--- src/rtl/sdiv_pkg.sv ---
`default_nettype none
// ============================================================================
// Module      : sdiv_pkg
// Description : Shared types and constants for the sequential signed divider.
//               Holds the controller state encoding, the saturation and
//               overflow constants at the default 32-bit dividend width, and
//               a helper that derives the iteration-counter width.
// Revision    : 1.0 - initial release
// ============================================================================
package sdiv_pkg;

    // Controller states, in the order a division walks through them.
    typedef enum logic [2:0] {
        IDLE  = 3'd0,
        PREP  = 3'd1,
        ITER  = 3'd2,
        FIXUP = 3'd3,
        DONE  = 3'd4
    } state_t;

    // Quotients returned for a zero divisor, chosen by the dividend sign.
    localparam logic [31:0] Q_POS_SAT    = 32'h7FFF_FFFF;
    localparam logic [31:0] Q_NEG_SAT    = 32'h8000_0000;

    // The only dividend whose quotient can overflow, when divided by -1.
    localparam logic [31:0] MIN_DIVIDEND = 32'h8000_0000;

    // Width needed to count down from n-1 to 0.
    function automatic int cnt_width(input int n);
        return (n > 1) ? $clog2(n) : 1;
    endfunction

    localparam int CNT_W = cnt_width(32);

endpackage : sdiv_pkg
`default_nettype wire

--- src/rtl/sdiv_step.sv ---
`default_nettype none
// ============================================================================
// Module      : sdiv_step
// Description : One combinational restoring-division step. The next dividend
//               bit is shifted into the partial remainder and |divisor| is
//               trial-subtracted. A non-negative difference is kept and
//               produces quotient bit 1. Otherwise the shifted value is kept
//               and the quotient bit is 0.
// Ports       : rem_in      - partial remainder, W+1 bits, always < divisor_abs
//               bit_in      - next dividend bit, MSB first
//               divisor_abs - divisor magnitude, W+1 bits
//               rem_out     - next partial remainder
//               q_bit       - quotient bit for this step
// Revision    : 1.0 - initial release
// ============================================================================
module sdiv_step #(
    parameter int W = 16
) (
    input  logic [W:0] rem_in,
    input  logic       bit_in,
    input  logic [W:0] divisor_abs,
    output logic [W:0] rem_out,
    output logic       q_bit
);

    // The shifted value is one bit wider than the remainder. rem_in is below
    // divisor_abs <= 2^W, so the shifted value stays below 2^(W+1). The top
    // bit of the difference is then a valid borrow flag.
    logic [W+1:0] w_shifted;
    logic [W+1:0] w_diff;

    always_comb begin
        w_shifted = {rem_in, bit_in};
        w_diff    = w_shifted - {1'b0, divisor_abs};
        if (!w_diff[W+1]) begin
            rem_out = w_diff[W:0];
            q_bit   = 1'b1;
        end else begin
            rem_out = w_shifted[W:0];
            q_bit   = 1'b0;
        end
    end

endmodule : sdiv_step
`default_nettype wire

--- src/rtl/sdiv32_16_seq.sv ---
`default_nettype none
// ============================================================================
// Module      : sdiv32_16_seq
// Description : Sequential signed divider. The dividend is N_DIVIDEND bits and
//               the divisor is N_DIVISOR bits. Results truncate toward zero.
//               One quotient bit is produced per cycle by restoring division.
//               Both sides use valid/ready handshakes, and the latency from
//               accept to out_valid is fixed at N_DIVIDEND+2 cycles.
// Ports       : clk, rst (async, active-high)
//               in_valid/in_ready, dividend, divisor       - operand side
//               out_valid/out_ready, quotient, remainder,
//               div_by_zero, overflow                      - result side
// Revision    : 1.0 - initial release
// ============================================================================
module sdiv32_16_seq
    import sdiv_pkg::*;
#(
    parameter int N_DIVIDEND = 32,
    parameter int N_DIVISOR  = 16
) (
    input  logic                  clk,
    input  logic                  rst,
    input  logic                  in_valid,
    output logic                  in_ready,
    input  logic [N_DIVIDEND-1:0] dividend,
    input  logic [N_DIVISOR-1:0]  divisor,
    output logic                  out_valid,
    input  logic                  out_ready,
    output logic [N_DIVIDEND-1:0] quotient,
    output logic [N_DIVISOR-1:0]  remainder,
    output logic                  div_by_zero,
    output logic                  overflow
);

    localparam int                    C_CNT_W   = cnt_width(N_DIVIDEND);
    localparam logic [C_CNT_W-1:0]    C_CNT_TOP = C_CNT_W'(N_DIVIDEND - 1);
    localparam logic [N_DIVIDEND-1:0] C_Q_POS   = {1'b0, {(N_DIVIDEND-1){1'b1}}};
    localparam logic [N_DIVIDEND-1:0] C_Q_NEG   = {1'b1, {(N_DIVIDEND-1){1'b0}}};
    localparam logic [N_DIVIDEND-1:0] C_MIN_DD  = C_Q_NEG;

    state_t                  r_state;
    state_t                  w_state_next;

    logic [N_DIVIDEND-1:0]   r_dividend;
    logic [N_DIVISOR-1:0]    r_divisor;
    logic                    r_sign_d;
    logic                    r_q_sign;
    logic [N_DIVISOR:0]      r_abs_divisor;
    logic [N_DIVISOR:0]      r_rem;
    // Holds the dividend magnitude at first. Each step shifts one bit out at
    // the top and one quotient bit in at the bottom. After the last step it
    // holds the quotient magnitude.
    logic [N_DIVIDEND-1:0]   r_work;
    logic [C_CNT_W-1:0]      r_cnt;

    logic [N_DIVIDEND-1:0]   w_abs_dividend;
    logic [N_DIVISOR:0]      w_divisor_ext;
    logic [N_DIVISOR:0]      w_abs_divisor;
    logic [N_DIVISOR:0]      w_step_rem;
    logic                    w_step_q;
    logic [N_DIVIDEND-1:0]   w_q_fix;
    logic [N_DIVISOR-1:0]    w_r_mag;
    logic [N_DIVISOR-1:0]    w_r_fix;
    logic                    w_div_zero;
    logic                    w_ovf;

    // ------------------------------------------------------------------
    // Controller
    // ------------------------------------------------------------------
    always_ff @(posedge clk or posedge rst) begin
        if (rst) begin
            r_state <= IDLE;
        end else begin
            r_state <= w_state_next;
        end
    end

    always_comb begin
        w_state_next = r_state;
        in_ready     = 1'b0;
        out_valid    = 1'b0;
        case (r_state)
            IDLE: begin
                in_ready = 1'b1;
                if (in_valid) begin
                    w_state_next = PREP;
                end
            end
            PREP: begin
                w_state_next = ITER;
            end
            ITER: begin
                // r_cnt == 0 marks the last of the N_DIVIDEND steps.
                if (r_cnt == '0) begin
                    w_state_next = FIXUP;
                end
            end
            FIXUP: begin
                w_state_next = DONE;
            end
            DONE: begin
                out_valid = 1'b1;
                if (out_ready) begin
                    w_state_next = IDLE;
                end
            end
            default: begin
                w_state_next = IDLE;
            end
        endcase
    end

    // ------------------------------------------------------------------
    // Operand conditioning and result correction
    // ------------------------------------------------------------------
    always_comb begin
        // -2^(N-1) negates to itself. Read as unsigned, that is its correct
        // magnitude, so N bits are enough for the dividend.
        w_abs_dividend = r_dividend[N_DIVIDEND-1] ? -r_dividend : r_dividend;
        // The divisor is widened by one bit so that -2^(N_DIVISOR-1) has a
        // representable positive magnitude.
        w_divisor_ext  = {r_divisor[N_DIVISOR-1], r_divisor};
        w_abs_divisor  = r_divisor[N_DIVISOR-1] ? -w_divisor_ext : w_divisor_ext;

        w_q_fix        = r_q_sign ? -r_work : r_work;
        // The final partial remainder is below |divisor| <= 2^(N_DIVISOR-1),
        // so its top bit is always 0 here.
        w_r_mag        = r_rem[N_DIVISOR-1:0];
        w_r_fix        = r_sign_d ? -w_r_mag : w_r_mag;

        w_div_zero     = (r_divisor == '0);
        w_ovf          = (r_dividend == C_MIN_DD) && (r_divisor == '1);
    end

    sdiv_step #(
        .W (N_DIVISOR)
    ) u_step (
        .rem_in      (r_rem),
        .bit_in      (r_work[N_DIVIDEND-1]),
        .divisor_abs (r_abs_divisor),
        .rem_out     (w_step_rem),
        .q_bit       (w_step_q)
    );

    // ------------------------------------------------------------------
    // Datapath and output registers
    // ------------------------------------------------------------------
    always_ff @(posedge clk or posedge rst) begin
        if (rst) begin
            r_dividend    <= '0;
            r_divisor     <= '0;
            r_sign_d      <= 1'b0;
            r_q_sign      <= 1'b0;
            r_abs_divisor <= '0;
            r_rem         <= '0;
            r_work        <= '0;
            r_cnt         <= '0;
            quotient      <= '0;
            remainder     <= '0;
            div_by_zero   <= 1'b0;
            overflow      <= 1'b0;
        end else begin
            case (r_state)
                IDLE: begin
                    if (in_valid) begin
                        r_dividend <= dividend;
                        r_divisor  <= divisor;
                    end
                end
                PREP: begin
                    r_sign_d      <= r_dividend[N_DIVIDEND-1];
                    r_q_sign      <= r_dividend[N_DIVIDEND-1] ^ r_divisor[N_DIVISOR-1];
                    r_work        <= w_abs_dividend;
                    r_abs_divisor <= w_abs_divisor;
                    r_rem         <= '0;
                    r_cnt         <= C_CNT_TOP;
                end
                ITER: begin
                    r_rem  <= w_step_rem;
                    r_work <= {r_work[N_DIVIDEND-2:0], w_step_q};
                    if (r_cnt != '0) begin
                        r_cnt <= r_cnt - 1'b1;
                    end
                end
                FIXUP: begin
                    if (w_div_zero) begin
                        quotient    <= r_dividend[N_DIVIDEND-1] ? C_Q_NEG : C_Q_POS;
                        remainder   <= r_dividend[N_DIVISOR-1:0];
                        div_by_zero <= 1'b1;
                        overflow    <= 1'b0;
                    end else if (w_ovf) begin
                        quotient    <= C_Q_NEG;
                        remainder   <= '0;
                        div_by_zero <= 1'b0;
                        overflow    <= 1'b1;
                    end else begin
                        quotient    <= w_q_fix;
                        remainder   <= w_r_fix;
                        div_by_zero <= 1'b0;
                        overflow    <= 1'b0;
                    end
                end
                default: begin
                end
            endcase
        end
    end

endmodule : sdiv32_16_seq
`default_nettype wire

--- config.mk ---
export PLATFORM = sky130hd
export DESIGN_NAME = sdiv32_16_seq
export DESIGN_NICKNAME = d
export VERILOG_FILES = /design/src/rtl/sdiv_pkg.sv /design/src/rtl/sdiv_step.sv /design/src/rtl/sdiv32_16_seq.sv
export SDC_FILE = /design/constraint.sdc
export NUM_CORES = 1
export LEC_CHECK = 0
export CAP_MARGIN = 20
export CORE_MARGIN = 2
export CORE_UTILIZATION = 55
export DETAILED_ROUTE_END_ITERATION = 8
export GPL_ROUTABILITY_DRIVEN = 0
export PLACE_DENSITY = 0.86
export SETUP_SLACK_MARGIN = 0.4
export SYNTH_ARGS = -nofsm -noshare
export SYNTH_HDL_FRONTEND = slang
export SYNTH_HIERARCHICAL = 1
export SYNTH_SLANG_ARGS = --single-unit
export TNS_END_PERCENT = 30
--- constraint.sdc ---
create_clock -name clk -period 6.47 [get_ports clk]
set_clock_uncertainty 0.05 [all_clocks]
set_input_delay 1.294 -clock clk [delete_from_list [all_inputs] [get_ports clk]]
set_output_delay 1.294 -clock clk [all_outputs]
set_load 0.01 [all_outputs]
==> impl_metrics.csv <==
group,metric,value,unit
outcome,outcome,"finished, final reports clean",
floorplan,die_w,139.6,um
synth,avgSynthCellArea,9.794,um^2
min_path,hold_path_depth,2,
clocking,cts_resized,0,
global_route,antenna_found_initial,0,
placement,post-place-ws,3.148,ns
min_path,hold_class,"register to register",
flow_run,drv_cap,0,
timing,setup_viol,0,
critical_path,cp-end-kind,"register",
clocking,cts_setup_buffers,0,
clocking,cts_hold_buf,0,
layout,fillers,1403,
synth,synthTopCellsByArea,"dfrtp_1, mux2_2, xor2_1",
timing,max-slew-margin-rel,36.62,%
critical_path,cp.arrival,3.47,ns
synth,synth_common_cells,"dfrtp_1, o21ai_0, nor2_1",
placement,placedInstanceArea,11210,um^2
placement,io_buffers,103,
floorplan,rows,49,
critical_path,r2r-start,"r_rem[2]",
global_route,grt_pass1_wl,40.23,mm
pwr,power_density,591.2,nW/um^2
detailed_routing,wl,24.50,mm
layout,syn2layout_area_growth,17.39,%
detailed_routing,drc,0,
floorplan,die_area,19480,um^2
critical_path,critPathLaunchType,"register",
synth,ys_types,75,
floorplan,core-area,18020,um^2
timing,setup_ws,3.276,ns
detailed_routing,dr.pass1.iters,6,
synth,synth_top_cell_by_area,"dfrtp_1",
global_route,grt-ovfl-total,0,
synth,synth_warnings,6,
floorplan,io_pins,104,
timing,setup_tns,0,ns
clocking,htreeDepth,4,
critical_path,r2r-end,"r_rem[2]",
synth,synth_most_common_cell,"dfrtp_1",
pwr,power_leakage,4.895,nW
synth,async_flop_share,100.0,%
detailed_routing,routed_via_density,6.176,
layout,stdcell_area,11870,um^2
critical_path,ff2ff_setup_slack,3.28,ns
min_path,min_from,"r_abs_divisor[11]",
critical_path,rr_worst_depth,9,
layout,drive_above_1_share,13.03,%
timing,fin_crit_sh,49.36,%
clocking,cts_sinks,174,
critical_path,critPathMaxFanout,18,
synth,syn_inst,1032,
clocking,cts_root_buf,"clkbuf_16",
clocking,tritoncts,"done",
pwr,ir_worst_vdd,0.0003707,V
detailed_routing,drt-initial-drc-count,892,
synth,synth.net_count,1108,
global_route,grt_pass1_vias,7975,
layout,finalNetCount,1177,
critical_path,crit_type,"register to register",
clocking,clk_pin_slew_worst_paths,0.07,ns
pwr,p_total,7.014,mW
clocking,clkLatencyLatePin,0.45,ns
timing,tightest_slew,0.9420,ns
synth,synth-main-ff-cell,"dfrtp_1",
timing,max_freq,0.3131,GHz
placement,hpwl,17.11,mm
floorplan,die_h,139.6,um
global_route,grt_max_degree,70,
detailed_routing,drtAntennaViolNets,0,
critical_path,critical_path_required,6.75,ns
clocking,numCtsBuffers,17,
synth,ys_ff_latch,174,
timing,hold_viol,0,
timing,period_needed,3.194,ns
detailed_routing,vias,8288,
synth,synth_top_cell_area_share,43.08,%
global_route,grtUsageTotal,25.53,%
synth,synth_enable_flop_cells,0,
clocking,cts_buffer_depth,2,
synth,ys_seq_area_share,43.08,%
layout,antenna_cells,0,
min_path,min_to,"r_abs_divisor[11]",
detailed_routing,wl_per_cell,18.26,um
timing,rsz0062_at_grt,"false",
timing,slew_viol_final,0,
floorplan,initial_utilization,56.07,%
synth,syn_area,10110,um^2
-- critical path, stage by stage, from the launching register on --
cell and delay (ns):
dfrtp_1 0.46, ha_1 0.38, a21o_1 0.20, a21oi_2 0.14
o21ai_2 0.12, a311oi_4 0.37, o21ai_2 0.16, xor2_4 0.56
mux2_2 0.40, a22o_1 0.21
-- area by class of cell --
| type | count | area [um^2] | share of cell area [%] |
|---|---|---|---|
| Clock buffer | 19 | 452.9 | 3.817 |
| Sequential cell | 174 | 4354 | 36.70 |
| Timing Repair Buffer | 115 | 1135 | 9.565 |
| Tap cell | 229 | 286.5 | 2.415 |
| Clock inverter | 12 | 162.7 | 1.371 |
| Inverter | 42 | 162.7 | 1.371 |
| Multi-Input combinational cell | 751 | 5311 | 44.76 |
-- cells by family after synthesis --
logic type	after synthesis	share of synthesized area, %
AO/OA/AOI/OAI	303	20.25
AND/OR/NAND/NOR	260	12.96
flip-flops	174	43.08
buffers and inverters	107	4.457
XOR/XNOR	99	8.765
multiplexers	65	7.440
adder cells (fa/ha/maj)	24	3.045
-- through the flow --
step | util [%] | hold WS (ns) | std cells
5_1_grt | 65.83 | 0.4577 | 1342
3_5_place_dp | 62.21 | 0.4201 | 1308
4_1_cts | 65.63 | 0.4350 | 1339
2_1_floorplan | - | 0.3985 | 1032
3_3_place_gp | 62.21 | 0.4117 | 1308
6_report | 65.83 | 0.4275 | 1342
-- flip-flops by register name, summed over array words and instances, names as in the netlist --
signal	cells
div_by_zero	1
overflow	1
quotient	32
r_abs_divisor	17
r_cnt	5
r_dividend	32
r_divisor	16
r_q_sign	1
r_rem	17
r_sign_d	1
r_state	3
r_work	32
remainder	16
-- power by group --
| group | switching (mW) | internal, mW |
|---|---|---|
| sequential | 0.693 | 1.61 |
| combinational | 1.86 | 1.78 |
| clock | 0.437 | 0.628 |
-- how the worst max path moves through the flow --
stage | start | endpoint | slack [ns] | cells past startpoint
after global routing | r_work[0] | quotient[26] | 3.00 | 8
after global placement | in_valid | r_dividend[14] | 3.19 | 3
after floorplan | rst | div_by_zero | 0.41 | 1
final | r_rem[2] | r_rem[2] | 3.28 | 9
after detailed placement | in_valid | r_dividend[9] | 3.15 | 3
after CTS | r_divisor[2] | quotient[23] | 3.15 | 6
-- cells in the final DEF (no fill, tap or decap), types with 10 or more instances in the layout --
cell	n
o31ai_1	24
mux2_2	53
dfrtp_1	174
a211oi_2	10
nand2_1	67
nor3_1	21
xnor2_1	40
o41ai_1	11
clkbuf_16	17
xor2_1	58
inv_1	41
a31oi_1	14
a22o_1	17
nor2_1	88
clkdlybuf4s50_1	103
or4_1	12
a21oi_1	53
ha_1	23
o21ai_0	93
a22oi_1	44
-- per-layer routing --
| metal | track usage (%) | wire [um] | up-vias |
|---|---|---|---|
| met5 | 0 | 0 | - |
| met4 | 7.895 | 468 | 0 |
| met3 | 5.058 | 1946 | 40 |
| met2 | 41.43 | 11520 | 384 |
| met1 | 34.96 | 10570 | 4002 |
| li1 | - | - | 3862 |
(Power assumes the default switching activity.)
